==> src/rtl/sha256_pkg.sv <==
// Shared definitions for the hash load path.
//   WORD_WIDTH   - width of one memory / hash word
//   HASH_WORDS   - words in a SHA-256 state vector
//   load_state_t - states of the vector loader
//   byte_swap32  - reverses byte order of a 32-bit word
package sha256_pkg;

  localparam int WORD_WIDTH = 32;
  localparam int HASH_WORDS = 8;

  typedef enum logic [1:0] {
    IDLE,
    ISSUE,
    DRAIN,
    HOLD
  } load_state_t;

  function automatic logic [31:0] byte_swap32(input logic [31:0] word);
    return {word[7:0], word[15:8], word[23:16], word[31:24]};
  endfunction

endpackage

==> src/rtl/read_tag_pipe.sv <==
// Delay line that follows each memory read strobe through the read latency,
// so the returning data word can be matched to the vector slot it belongs to.
// Ports:
//   clock, reset        - clock, synchronous active-high clear
//   in_valid, in_index  - tag entering with the read strobe
//   out_valid, out_index- tag leaving alongside the matching read data
//   empty               - no valid tag anywhere in the pipe
module read_tag_pipe #(
  parameter int DEPTH = 1,
  parameter int IDX_W = 3
) (
  input  logic             clock,
  input  logic             reset,
  input  logic             in_valid,
  input  logic [IDX_W-1:0] in_index,
  output logic             out_valid,
  output logic [IDX_W-1:0] out_index,
  output logic             empty
);

  logic [DEPTH-1:0] valid_q;
  logic [IDX_W-1:0] index_q [DEPTH];

  always_ff @(posedge clock) begin
    if (reset) begin
      valid_q <= '0;
      for (int i = 0; i < DEPTH; i++) index_q[i] <= '0;
    end else begin
      valid_q[0] <= in_valid;
      index_q[0] <= in_index;
      for (int i = 1; i < DEPTH; i++) begin
        valid_q[i] <= valid_q[i-1];
        index_q[i] <= index_q[i-1];
      end
    end
  end

  assign out_valid = valid_q[DEPTH-1];
  assign out_index = index_q[DEPTH-1];
  assign empty     = (valid_q == '0);

endmodule

==> src/rtl/load_hash_vector.sv <==
// Reads HASH_LENGTH consecutive words from a synchronous, word-addressed
// memory and assembles them into one vector (word i at bits i*32 +: 32),
// then offers the vector to the consumer with a valid/ready handshake.
// Optional macro: HASH_LOAD_BYTESWAP_EN - byte-reverse each word on capture.
// Parameters: HASH_LENGTH (words), ADDR_WIDTH, RD_LATENCY (1..4 cycles).
// Ports:
//   clock, reset               - clock, synchronous active-high reset
//   start, base_address        - begin a load at base_address (IDLE only)
//   mem_read, mem_address      - read strobe and address, one word per cycle
//   mem_data                   - read data, RD_LATENCY cycles after its strobe
//   hash_vector, vector_valid  - assembled vector and its valid flag
//   vector_ready               - consumer accepts the vector
//   busy                       - a load is in progress or being held
module load_hash_vector
  import sha256_pkg::*;
#(
  parameter int HASH_LENGTH = HASH_WORDS,
  parameter int ADDR_WIDTH  = 16,
  parameter int RD_LATENCY  = 1
) (
  input  logic                        clock,
  input  logic                        reset,
  input  logic                        start,
  input  logic [ADDR_WIDTH-1:0]       base_address,
  output logic                        mem_read,
  output logic [ADDR_WIDTH-1:0]       mem_address,
  input  logic [WORD_WIDTH-1:0]       mem_data,
  output logic [HASH_LENGTH*WORD_WIDTH-1:0] hash_vector,
  output logic                        vector_valid,
  input  logic                        vector_ready,
  output logic                        busy
);

  localparam int IDX_W = (HASH_LENGTH > 1) ? $clog2(HASH_LENGTH) : 1;
  localparam logic [IDX_W-1:0] LAST_INDEX = IDX_W'(HASH_LENGTH - 1);

  load_state_t           state;
  logic [IDX_W-1:0]      issue_index;
  logic                  tag_valid;
  logic [IDX_W-1:0]      tag_index;
  logic                  pipe_empty;
  logic [WORD_WIDTH-1:0] capture_word;

`ifdef HASH_LOAD_BYTESWAP_EN
  assign capture_word = byte_swap32(mem_data);
`else
  assign capture_word = mem_data;
`endif

  // The tag enters together with the strobe, so it leaves exactly when the
  // memory presents that strobe's data.
  read_tag_pipe #(
    .DEPTH(RD_LATENCY),
    .IDX_W(IDX_W)
  ) u_tag_pipe (
    .clock    (clock),
    .reset    (reset),
    .in_valid (mem_read),
    .in_index (issue_index),
    .out_valid(tag_valid),
    .out_index(tag_index),
    .empty    (pipe_empty)
  );

  // The pipe is always empty in IDLE; including it keeps busy high for any
  // read still in flight.
  assign busy = (state != IDLE) || !pipe_empty;

  // mem_read/mem_address describe the word being strobed this cycle and
  // issue_index names its slot; the address simply increments and wraps.
  always_ff @(posedge clock) begin
    if (reset) begin
      state        <= IDLE;
      mem_read     <= 1'b0;
      mem_address  <= '0;
      issue_index  <= '0;
      vector_valid <= 1'b0;
    end else begin
      case (state)
        IDLE: begin
          if (start) begin
            state       <= ISSUE;
            mem_read    <= 1'b1;
            mem_address <= base_address;
            issue_index <= '0;
          end
        end
        ISSUE: begin
          if (issue_index == LAST_INDEX) begin
            mem_read <= 1'b0;
            state    <= DRAIN;
          end else begin
            issue_index <= issue_index + IDX_W'(1);
            mem_address <= mem_address + ADDR_WIDTH'(1);
          end
        end
        DRAIN: begin
          // The last word is written on this same edge, so valid rises with
          // a complete vector.
          if (tag_valid && tag_index == LAST_INDEX) begin
            state        <= HOLD;
            vector_valid <= 1'b1;
          end
        end
        HOLD: begin
          if (vector_ready) begin
            state        <= IDLE;
            vector_valid <= 1'b0;
          end
        end
        default: state <= IDLE;
      endcase
    end
  end

  // Capture is driven only by the tag pipe, so data returning after a reset
  // (pipe cleared) is dropped.
  always_ff @(posedge clock) begin
    if (reset) begin
      hash_vector <= '0;
    end else begin
      for (int w = 0; w < HASH_LENGTH; w++) begin
        if (tag_valid && tag_index == IDX_W'(w))
          hash_vector[w*WORD_WIDTH +: WORD_WIDTH] <= capture_word;
      end
    end
  end

endmodule

==> config.mk <==
export PLATFORM = sky130hd
export DESIGN_NAME = load_hash_vector
export DESIGN_NICKNAME = d
export VERILOG_FILES = /design/src/rtl/sha256_pkg.sv /design/src/rtl/read_tag_pipe.sv /design/src/rtl/load_hash_vector.sv
export SDC_FILE = /design/constraint.sdc
export NUM_CORES = 1
export LEC_CHECK = 0
export BUFFER_PORTS_ARGS = -buffer_cell sky130_fd_sc_hd__buf_2
export CORE_UTILIZATION = 28
export CTS_CLUSTER_SIZE = 28
export DETAILED_ROUTE_END_ITERATION = 10
export GPL_ROUTABILITY_DRIVEN = 0
export SYNTH_ARGS = -nofsm -noshare
export SYNTH_HDL_FRONTEND = slang
export SYNTH_HIERARCHICAL = 1
export SYNTH_SLANG_ARGS = --single-unit
==> constraint.sdc <==
create_clock -name clock -period 2.9 [get_ports clock]
set_input_delay 0.87 -clock clock [delete_from_list [all_inputs] [get_ports clock]]
set_output_delay 0.87 -clock clock [all_outputs]
set_load 0.005 [all_outputs]
After elaboration in Yosys (flattened, before gate mapping):

Memory sizes are Yosys's and may differ from the RTL's.
Index checks and enable logic that the tools add are counted.

* register bits after elaboration: 280
* memory bits (writable): 3
* bits of input ports: 52
* output and inout port bits: 275
* logic and storage cells: 74
* memories: 1

* add/subtract/negate cells: 2
* equality and inequality tests: 16
* mux-type cells: 22
* reduce and logical (&&, ||, !) cells: 19

Memory list
* u_tag_pipe.index_q: words 1, width 3, rd ports 1, clocked after memory_dff 0, wr ports 1, RTL line read_tag_pipe.sv:22 `logic [IDX_W-1:0] index_q [DEPTH];`

Operators by type and width (count)
* two-way mux 16 bit: 2
* one-hot mux 16 bit (2 select lines): 1
* adder 16 x 1 -> 16 bit, second input constant: 1
* equality test 3 bit, second input constant: 5
* inequality test 2 bit, second input constant: 5
* two-way mux 3 bit: 3
* AND reduction 3 bit: 3
* logical AND 1 bit: 8
* two-way mux 1 bit: 8
* two-way mux 2 bit: 4
* one-hot mux 2 bit (4 select lines): 1
* equality test 3 x 2 -> 1 bit, second input constant: 2
* one-hot mux 3 bit (2 select lines): 1
* nonzero test 2 bit: 3
* equality test 2 bit, second input constant: 2
* one-hot mux 1 bit (2 select lines): 2
* AND reduction 4 bit: 1
* adder 3 x 1 -> 3 bit, second input constant: 1
* equality test 3 x 1 -> 1 bit, second input constant: 1
* zero test 3 bit: 1
* OR reduction 3 bit: 1
* equality test 2 x 1 -> 1 bit, second input constant: 1
* zero test 2 bit: 1
* logical OR 1 bit: 1

Longest topological paths before layout:

Gate-level depths: netlist of run 1.

* depth in word-level cells: 4
* depth in mapped cells: 9
* gate-level depth less buffers: 6

Hierarchy:

The synthesis of run 1 kept the hierarchy.

Modules (own cells, without submodules)
* load_hash_vector: times used 1, cells an instance 1354, area each 10567.6 sq um, seq. area each 5585.4 sq um
* read_tag_pipe: times used 1, cells an instance 9, area each 108.9 sq um, seq. area each 80.1 sq um

Worst setup path after synthesis of run 1:

No wires, ideal clock.

* path type: input to register
* from: input port reset
* to: register hash_vector[100]
* setup time: 0.132 ns
* arrival: 1.704 ns
* required time: 2.768 ns
* path slack: 1.063 ns
* stages: 4
* buffers on the path: 3
* path through: clkbuf_1 -> clkbuf_1 -> clkbuf_1 -> a21oi_1

RTL lines
* start, declared: RTL line load_hash_vector.sv:22 `input logic reset,`
* end signal, assigned by index: RTL line load_hash_vector.sv:124 `hash_vector[w*WORD_WIDTH +: WORD_WIDTH] <= capture_word;`
* end, declared: RTL line load_hash_vector.sv:28 `output logic [HASH_LENGTH*WORD_WIDTH-1:0] hash_vector,`

No word-level cell between the ends.

Worst setup path in the final report of run 1:

* from: register state[0]
* to: output port busy

* word-level cells in the longest chain between the ends: 2

Ends and longest elaborated chain
* start, declared: RTL line load_hash_vector.sv:37 `load_state_t state;`
* start signal, assigned: RTL line load_hash_vector.sv:73 `state <= IDLE;`
* start signal, assigned: RTL line load_hash_vector.sv:82 `state <= ISSUE;`
* start signal, assigned: RTL line load_hash_vector.sv:91 `state <= DRAIN;`
* nonzero test 2 bit: RTL line load_hash_vector.sv:67 `assign busy = (state != IDLE) || !pipe_empty;`
* logical OR 1 bit: RTL line load_hash_vector.sv:67
* end, declared: RTL line load_hash_vector.sv:31 `output logic busy`

No other way between the ends.

==> metrics list, run 1 <==
* Sequential area share after synthesis: 53.06%
- In this run the critical register-to-register path is launched from state[1].
- The run finished with clean final reports.
- Minimum period implied by the final worst setup slack: 2.572 ns
- Once detail routing completed, the nets flagged for antenna violations numbered 0.
- Nature of the critical path startpoint: flip-flop
- In this run the number of H-tree levels came out at 1.
- Worst IR drop on VDD: 0.3998 mV
- The later pin in the worst-skew pair is clocked with a latency of 0.56 ns.
- Largest fanout on the critical path: 11
- Post-CTS setup repair buffer count: 0
* Average wire length per cell after detail routing: 17.58 um
- Post-synthesis instance total: 1,363
- Clock tree from TritonCTS: done
- In this run the worst setup path begins at state[0].
- Via count of the first global-routing pass: between 9,000 and 10,000
- Vertical extent of the die: 197.3 um
- The number of nets handed over by synthesis was 1,423.
- Number of warnings issued by yosys: 6
- After clock tree synthesis, the clock-pin slew on the worst setup and hold paths is approximately 0.06 ns.
- Sequential cells burn 45.2% of the power.
* Delay contributed by the slowest stage of the critical path: 0.42 ns
- The critical path is of the reg -> out type.
* Total number of vias: slightly above 10,000
* DR WL met2: 17,550 um
* Flip-flop and latch count after synthesis: 283
- In this run the most critical hold path is launched from hash_vector[169].
* Maximum frequency from static timing analysis: ~400 MHz
- Per-instance average area after synthesis: 7.833 um^2
* Post-cts hold buffer count: 0
- The worst hold path terminates at hash_vector[169].
- Average vias per placed instance: 4.694
- Ratio of cells with drive above 1 in the final layout: around 25%
* Switching power total: 2.650 mW
- Cell class contributing the biggest share of worst-path delay: adder cells
* Clock Skew: ~0.011 ns
- Final hold viol count: 0
- Global routing consumed, over all layers together, 18.57% of the routing resources.
- Reported leakage power: 5.507 nW
- Of the available clock period, the critical path in the final layout requires 88.67%.
- Once the floorplan was initialized, standard cells occupied 28.41% of the core.
- On the critical path, the stage with the largest delay is an instance of ha_1.
- Data on the critical path arrives at its endpoint at 1.70 ns.
- Initial antenna violation count: 0
- For this run the aggregate overflow at the end of global routing stands at 0.
* Final max-slew violation count: 0
- The top cell types in the final layout, fill and taps aside, are 533 x nand2_1, 325 x buf_2, 283 x dfxtp_1.
- Commonest non-fill, non-tap cell in the layout: nand2_1
- Wire length on met3: 3252 um
* Slew at the pin closest to its max-slew limit: 0.9026 ns
- Number of maximum-capacitance constraint violations: 0
- Summed over all nets, the half-perimeter wirelength after detailed placement is approximately 25,000 um.
* Wire length after detailed routing: 37,740 um
- In this run the cell area of the synthesized design comes to 10,680 um^2.
- The first global-routing pass estimated between 50,000 and 60,000 um of wire.
- Input and output buffers added on the ports amount to 326.
- The final layout contains 1,675 nets.
- Terminus of the critical flop-to-flop path: mem_address[15]
* Die outline width: 197.3 um
- Gates resized during post-CTS repair numbered 0.
- In this run the register-to-register setup slack is 0.46 ns.
- Counting the buffers created by CTS gives 30.
- The highest metal layer carrying signal wires in the routed design is met4.
* Clock Tree Root: clkbuf_16
- After detailed routing, the number of remaining DRC violations is 0.
- Combinational Power Share: 14.6%
- WP buf/inv: 2
* Cell Rows: 71
- Iter 0 DRT Violations: around 530
* Number of clock sinks seen by CTS: approximately 280
- Switching portion of total power: 28.05%
- At the worst endpoint, the required time is 2.03 ns.
- The repair_antennas step left the layout with diodes totalling 0.
- Pre-antenna DRT Iters: 5
- Sorting the synthesized cells by area gives the leading types as dfxtp_1 53%, nand2_1 19%, a21oi_1 13%.
- Cells on Worst Hold Path: 2
- Summed negative setup slack over all endpoints: 0 ns
- For this block, wires on met1 add up to around 16,000 um.
- Entering global routing, the biggest net connects 78 pins.
* Relative slew slack: 39.83%
* Area of the placeable core: 37,580 um^2
- Pin placement for this block handled ~330 I/O pins.
* Hold WS: 0.4476 ns
- The die covers 38,920 um^2.
* Number of distinct library cells after synthesis: 45
* Worst min-delay path category: reg -> reg
* PD cells: 696.0 nW/um^2
- From synthesis to final layout, the design area changed by 27.11%.
- Counting cells, the worst reg-to-reg path comes to 6.
- The internal portion of the total power is 6.796 mW.
- STA classifies the critical path endpoint as an output pin.
- The clock passes through at most 3 buffers.
* Final setup viols: 0
- Yosys top cell area share: ~53%
- Setup repair after global routing missed its margin: no
* Worst path cell trace: inv_1 -> ha_1 -> nand2_1 -> buf_2
* Synth area leader: dfxtp_1
* Relative contribution of the clock network to total power: about two fifths
## worst max-delay path by stage
stage / endpoint / cells past startpoint
2_1_floorplan: hash_vector[100] / 4
3_3_place_gp: mem_address[15] / 6
3_5_place_dp: mem_address[15] / 6
4_1_cts: busy / 4
5_1_grt: busy / 4
6_report: busy / 4
## state kept, by name, summed over array words and instances (netlist names)
name                  cells
state                     2
vector_valid              1
mem_read                  1
u_tag_pipe/out_valid      1
u_tag_pipe/index_q        3
issue_index               3
mem_address              16
hash_vector             256
## power groups by stage
stage               registers [mW]  logic (mW)  clock network (mW)
global route                  4.29        1.51                4.05
floorplan                     4.30       0.937                   0
detailed placement            4.35        1.37                   0
global placement              4.34        1.35                   0
finish                        4.27        1.38                3.80
CTS                           4.26        1.38                3.89
## worst min-delay path: cells and delay by family (launching register included)
kind            cells  cell delay, ns
compound gates      1            0.05
simple gates        1            0.05
flops               1            0.30
## cells in the mapped netlist
cell / count
buf_1: 6
o31a_1: 1
o22ai_1: 2
a31oi_1: 4
a21o_1: 2
dfxtp_1: 283
buf_4: 34
nand4_1: 6
inv_1: 4
nand2b_1: 7
nor3_1: 6
o211ai_1: 1
a221oi_1: 1
a2111oi_4: 1
a2111oi_0: 1
or4_1: 3
a211o_1: 1
or3_1: 1
clkbuf_1: 69
and3_1: 2
o2bb2ai_1: 1
o21ai_0: 15
mux2i_1: 4
a211oi_4: 1
and4_1: 7
buf_2: 15
a21oi_1: 277
and2_1: 3
inv_4: 1
o211ai_4: 1
nor3_2: 1
nand2_1: 534
nor2b_1: 15
nor2_1: 13
nand2b_2: 1
nand4_2: 1
a211oi_1: 2
ha_1: 8
and2b_1: 1
nor2b_4: 1
mux2_2: 1
nor4_1: 7
nand3_1: 15
buf_6: 1
o21a_1: 2
## final cells by class
cell class	count	area, um^2
fillers	3952	24010
flip-flops and latches	283	5665
multi-input cells	950	4432
repair buffers	345	1834
clock buffers	44	904.6
well taps	511	639.4
clock inverters	9	73.82
inverters	5	21.27
## stage by stage
step / total power, mW / setup WS [ns] / util, % / cell area (um^2) / std cells
finish: 9.446 / 0.3285 / 36.11 / 13570 / 2147
global route: 9.847 / 0.2037 / 36.11 / 13570 / 2147
CTS: 9.532 / 0.3038 / 36.11 / 13570 / 2147
detailed placement: 5.722 / 0.4552 / 33.51 / 12590 / 2094
global placement: 5.687 / 0.5423 / 33.51 / 12590 / 2094
floorplan: 5.234 / 1.063 / - / 10680 / 1363
## logic make-up after synthesis
| kind of cell | synth area share, % |
|---|---|
| and+or+nand+nor | 23.90 |
| DFF | 53.06 |
| adders and majority gates | 0.9376 |
| AOI/OAI and AO/OA | 15.59 |
| buffers and inverters | 6.035 |
| muxes | 0.4805 |
## metal layers
layer	track usage (%)	up-vias
met1	23.43	4700
li1	-	4944
met4	5.972	0
met5	0	-
met2	30.56	369
met3	5.037	66
No activity file was read; power rests on OpenSTA's default activity.
==> inputs of run 2 (changes only) <==
--- a/config.mk
+++ b/config.mk
@@ -7,4 +7,5 @@
 export LEC_CHECK = 0
 export BUFFER_PORTS_ARGS = -buffer_cell sky130_fd_sc_hd__buf_2
+export CAP_MARGIN = 5
 export CORE_UTILIZATION = 28
 export CTS_CLUSTER_SIZE = 28
==> constraint.sdc (replaced) <==
create_clock -name clock -period 2.9 [get_ports clock]
set_input_delay 0.58 -clock clock [delete_from_list [all_inputs] [get_ports clock]]
set_output_delay 0.58 -clock clock [all_outputs]
set_load 0.005 [all_outputs]
==> metrics list, run 2 (same netlist as run 1, synthesis figures left out) <==
* Largest regs: hash_vector: 256 flops, mem_address: 16 flops
- The net count of the finished layout is 1,674.
* Minimum period implied by the final worst setup slack: 2.344 ns
* Cell Rows: 71
- Clock Skew: approximately 0.016 ns
* Switching portion of total power: between 20% and 30%
- The number of antenna violations at the first check in global routing is 0.
- Antenna cells: 0
* Iter 0 DRT Violations: 442
- Wire length after detailed routing: 37,890 um
* Number of clock sinks seen by CTS: around 280
- Area occupied by multi-input gates: 4432 um^2
- The number of max-slew violations in the final report is 0.
- Max-cap violations in this run came to 0.
- Worst skew pair latency: between 0.5 and 0.6 ns
- Cells on Worst Hold Path: 2
- CP Data Arrival Time: 2.81 ns
- R2r setup slk: 0.56 ns
- Entering global routing, the biggest net connects between 100 and 150 pins.
- Number of buffer cells added on primary ports: around 330
- Library cell contributing the largest single delay on the critical path: a211oi_4
- Switching power total: 2.661 mW
- Average vias per placed instance: ~4.7
* Worst min-delay path category: in -> reg
- Leaving out fill and tap cells, the most frequent cell in the layout is nand2_1.
* Die outline width: roughly 200 um
- Worst IR drop on VDD: 0.3707 mV
- TritonCTS built the clock tree.
- At the pin with the least slew margin, the transition time is ~0.86 ns.
* Worst path cell trace: inv_1 -> ha_1 -> buf_4 -> a211oi_4 -> o21ai_0 -> a221oi_1
* Final setup viols: 0
- CTS Buf Count: 31
* Commonest cells after routing, fill and taps aside: 533 x nand2_1, 325 x buf_2, 283 x dfxtp_1
* Average wire length per cell after detail routing: between 15 and 20 um
- In this run the clock root is driven by a clkbuf_16.
- For this run, the slowest stage of the critical path takes just under 0.6 ns.
* Layout fillers: 3,926
- Largest fanout on the critical path: 26
- The detail route stage leaves a number of antenna-violating nets equal to 0.
- Buffers inserted to repair hold after CTS numbered 0.
- Across every metal layer, demand over resource in global routing totals 18.59%.
- The number of global-route vias before repair was 9,175.
- Maximum frequency from static timing analysis: 426.6 MHz
- The run finished with clean final reports.
- Placed wire-length estimate: approximately 25,000 um
- Launch instance of the worst register-to-register path: state[1]
* Largest register FFs: approximately 260
- I/O pin count: 327
- Across the whole layout, storage elements account for ~5700 um^2.
* Summed negative setup slack over all endpoints: 0 ns
- The post-route netlist has 24.95% of its cells at a drive strength greater than 1.
- For hold timing, the worst endpoint is vector_valid.
- The completed layout was analyzed and its total power is 9.481 mW.
* Pre-antenna DRT Iters: 4
- Final cycle utilization of the critical path: 80.82%
* Final hold viol count: 0
- Total number of vias: approximately 10,000
- Measured on the finished design, the core utilization comes to 36.06%.
- The worst setup path is of the reg -> reg kind.
- Nature of the critical path startpoint: flip-flop
- The number of gates resized after CTS was 0.
* Reg clk slew, reported paths: 0.06 ns
* Terminus of the critical flop-to-flop path: mem_address[0]
- Internal power: 6.820 mW
- Per report_power, the sequential group accounts for about 45% of the total.
- Relative contribution of the clock network to total power: 40.6%
- After clock tree synthesis, the setup repair step added 0 buffers.
- The area growth from synthesis to layout is 26.92%.
- For the worst setup path, the data required time is between 3 and 4 ns.
* Beginning of the worst hold path: reset
* Setup repair after global routing missed its margin: no
* Critical Path Sink Type: flip-flop
- DRC Markers: 0
- Maximum buffer depth of the clock tree: 3
* Relative slew slack: 42.46%
* PD cells: 699.7 nW/um^2
- Clock H-tree levels: 1
- The first global-routing pass estimated 55,530 um of wire.
- Starting utilization of the core area: between 20% and 30%
- More flip-flops sit in one register than any other, and that register is hash_vector.
* Combinational Power Share: 14.4%
- In this run the static leakage power is approximately 5.5 nW.
- Grt ovf: 0
- Die ar.: 38,920 um^2
* Vertical extent of the die: just under 200 um
- Cells on worst reg2reg path: 6
- After floorplanning, the core was sized to cover between 30,000 and 40,000 um^2.
-- run 2: cell type report --
| type | instances | share of cell area [%] |
|---|---|---|
| clock inverter | 9 | 0.7941 |
| timing repair buffer | 343 | 13.33 |
| inverter | 5 | 0.1570 |
| tap | 511 | 4.718 |
| multi-input combinational | 950 | 32.71 |
| sequential | 283 | 41.81 |
| clock buffer | 45 | 6.482 |
-- run 2: layer usage --
| layer | wire length (um) | track usage (%) | vias to the layer above |
|---|---|---|---|
| met5 | 0 | 0 | - |
| met1 | 16150 | 23.36 | 4718 |
| met4 | 840 | 5.484 | 0 |
| met2 | 17910 | 31.21 | 336 |
| met3 | 2994 | 4.712 | 52 |
| li1 | - | - | 4936 |
-- run 2: per-stage QoR --
step                cell area (um^2)  worst slack [ns]  hold slack (ns)  cells
floorplan                      10680             1.110           0.4440   1363
global placement               12560            0.7046           0.4381   2092
detailed placement             12560            0.6342           0.4432   2092
global route                   13550            0.4949           0.3057   2146
CTS                            13550            0.5832           0.2745   2146
finish                         13550            0.5561           0.3091   2146
-- run 2: how the worst max path moves through the flow --
| stage | end | start | slack (ns) |
|---|---|---|---|
| floorplan | mem_address[15] | state[0] | 1.11 |
| global placement | mem_address[0] | state[1] | 0.70 |
| detailed placement | mem_address[0] | state[1] | 0.63 |
| CTS | busy | state[0] | 0.58 |
| global route | busy | state[0] | 0.49 |
| finish | mem_address[0] | state[1] | 0.56 |
-- run 2: power by group through the flow --
stage                     combinational, mW  clock [mW]  sequential (mW)
after floorplan                       0.937           0             4.30
after global placement                 1.34           0             4.34
after detailed placement               1.36           0             4.35
after CTS                              1.37        3.95             4.26
after global routing                   1.50        4.10             4.29
final                                  1.37        3.85             4.27
-- run 2: worst max-delay path: cells and delay by family, from the launching register on --
family	cells	cell delay, ns
AOI/OAI and AO/OA	3	1.15
DFF	1	0.38
buffers and inverters	2	0.39
adders and majority gates	1	0.33
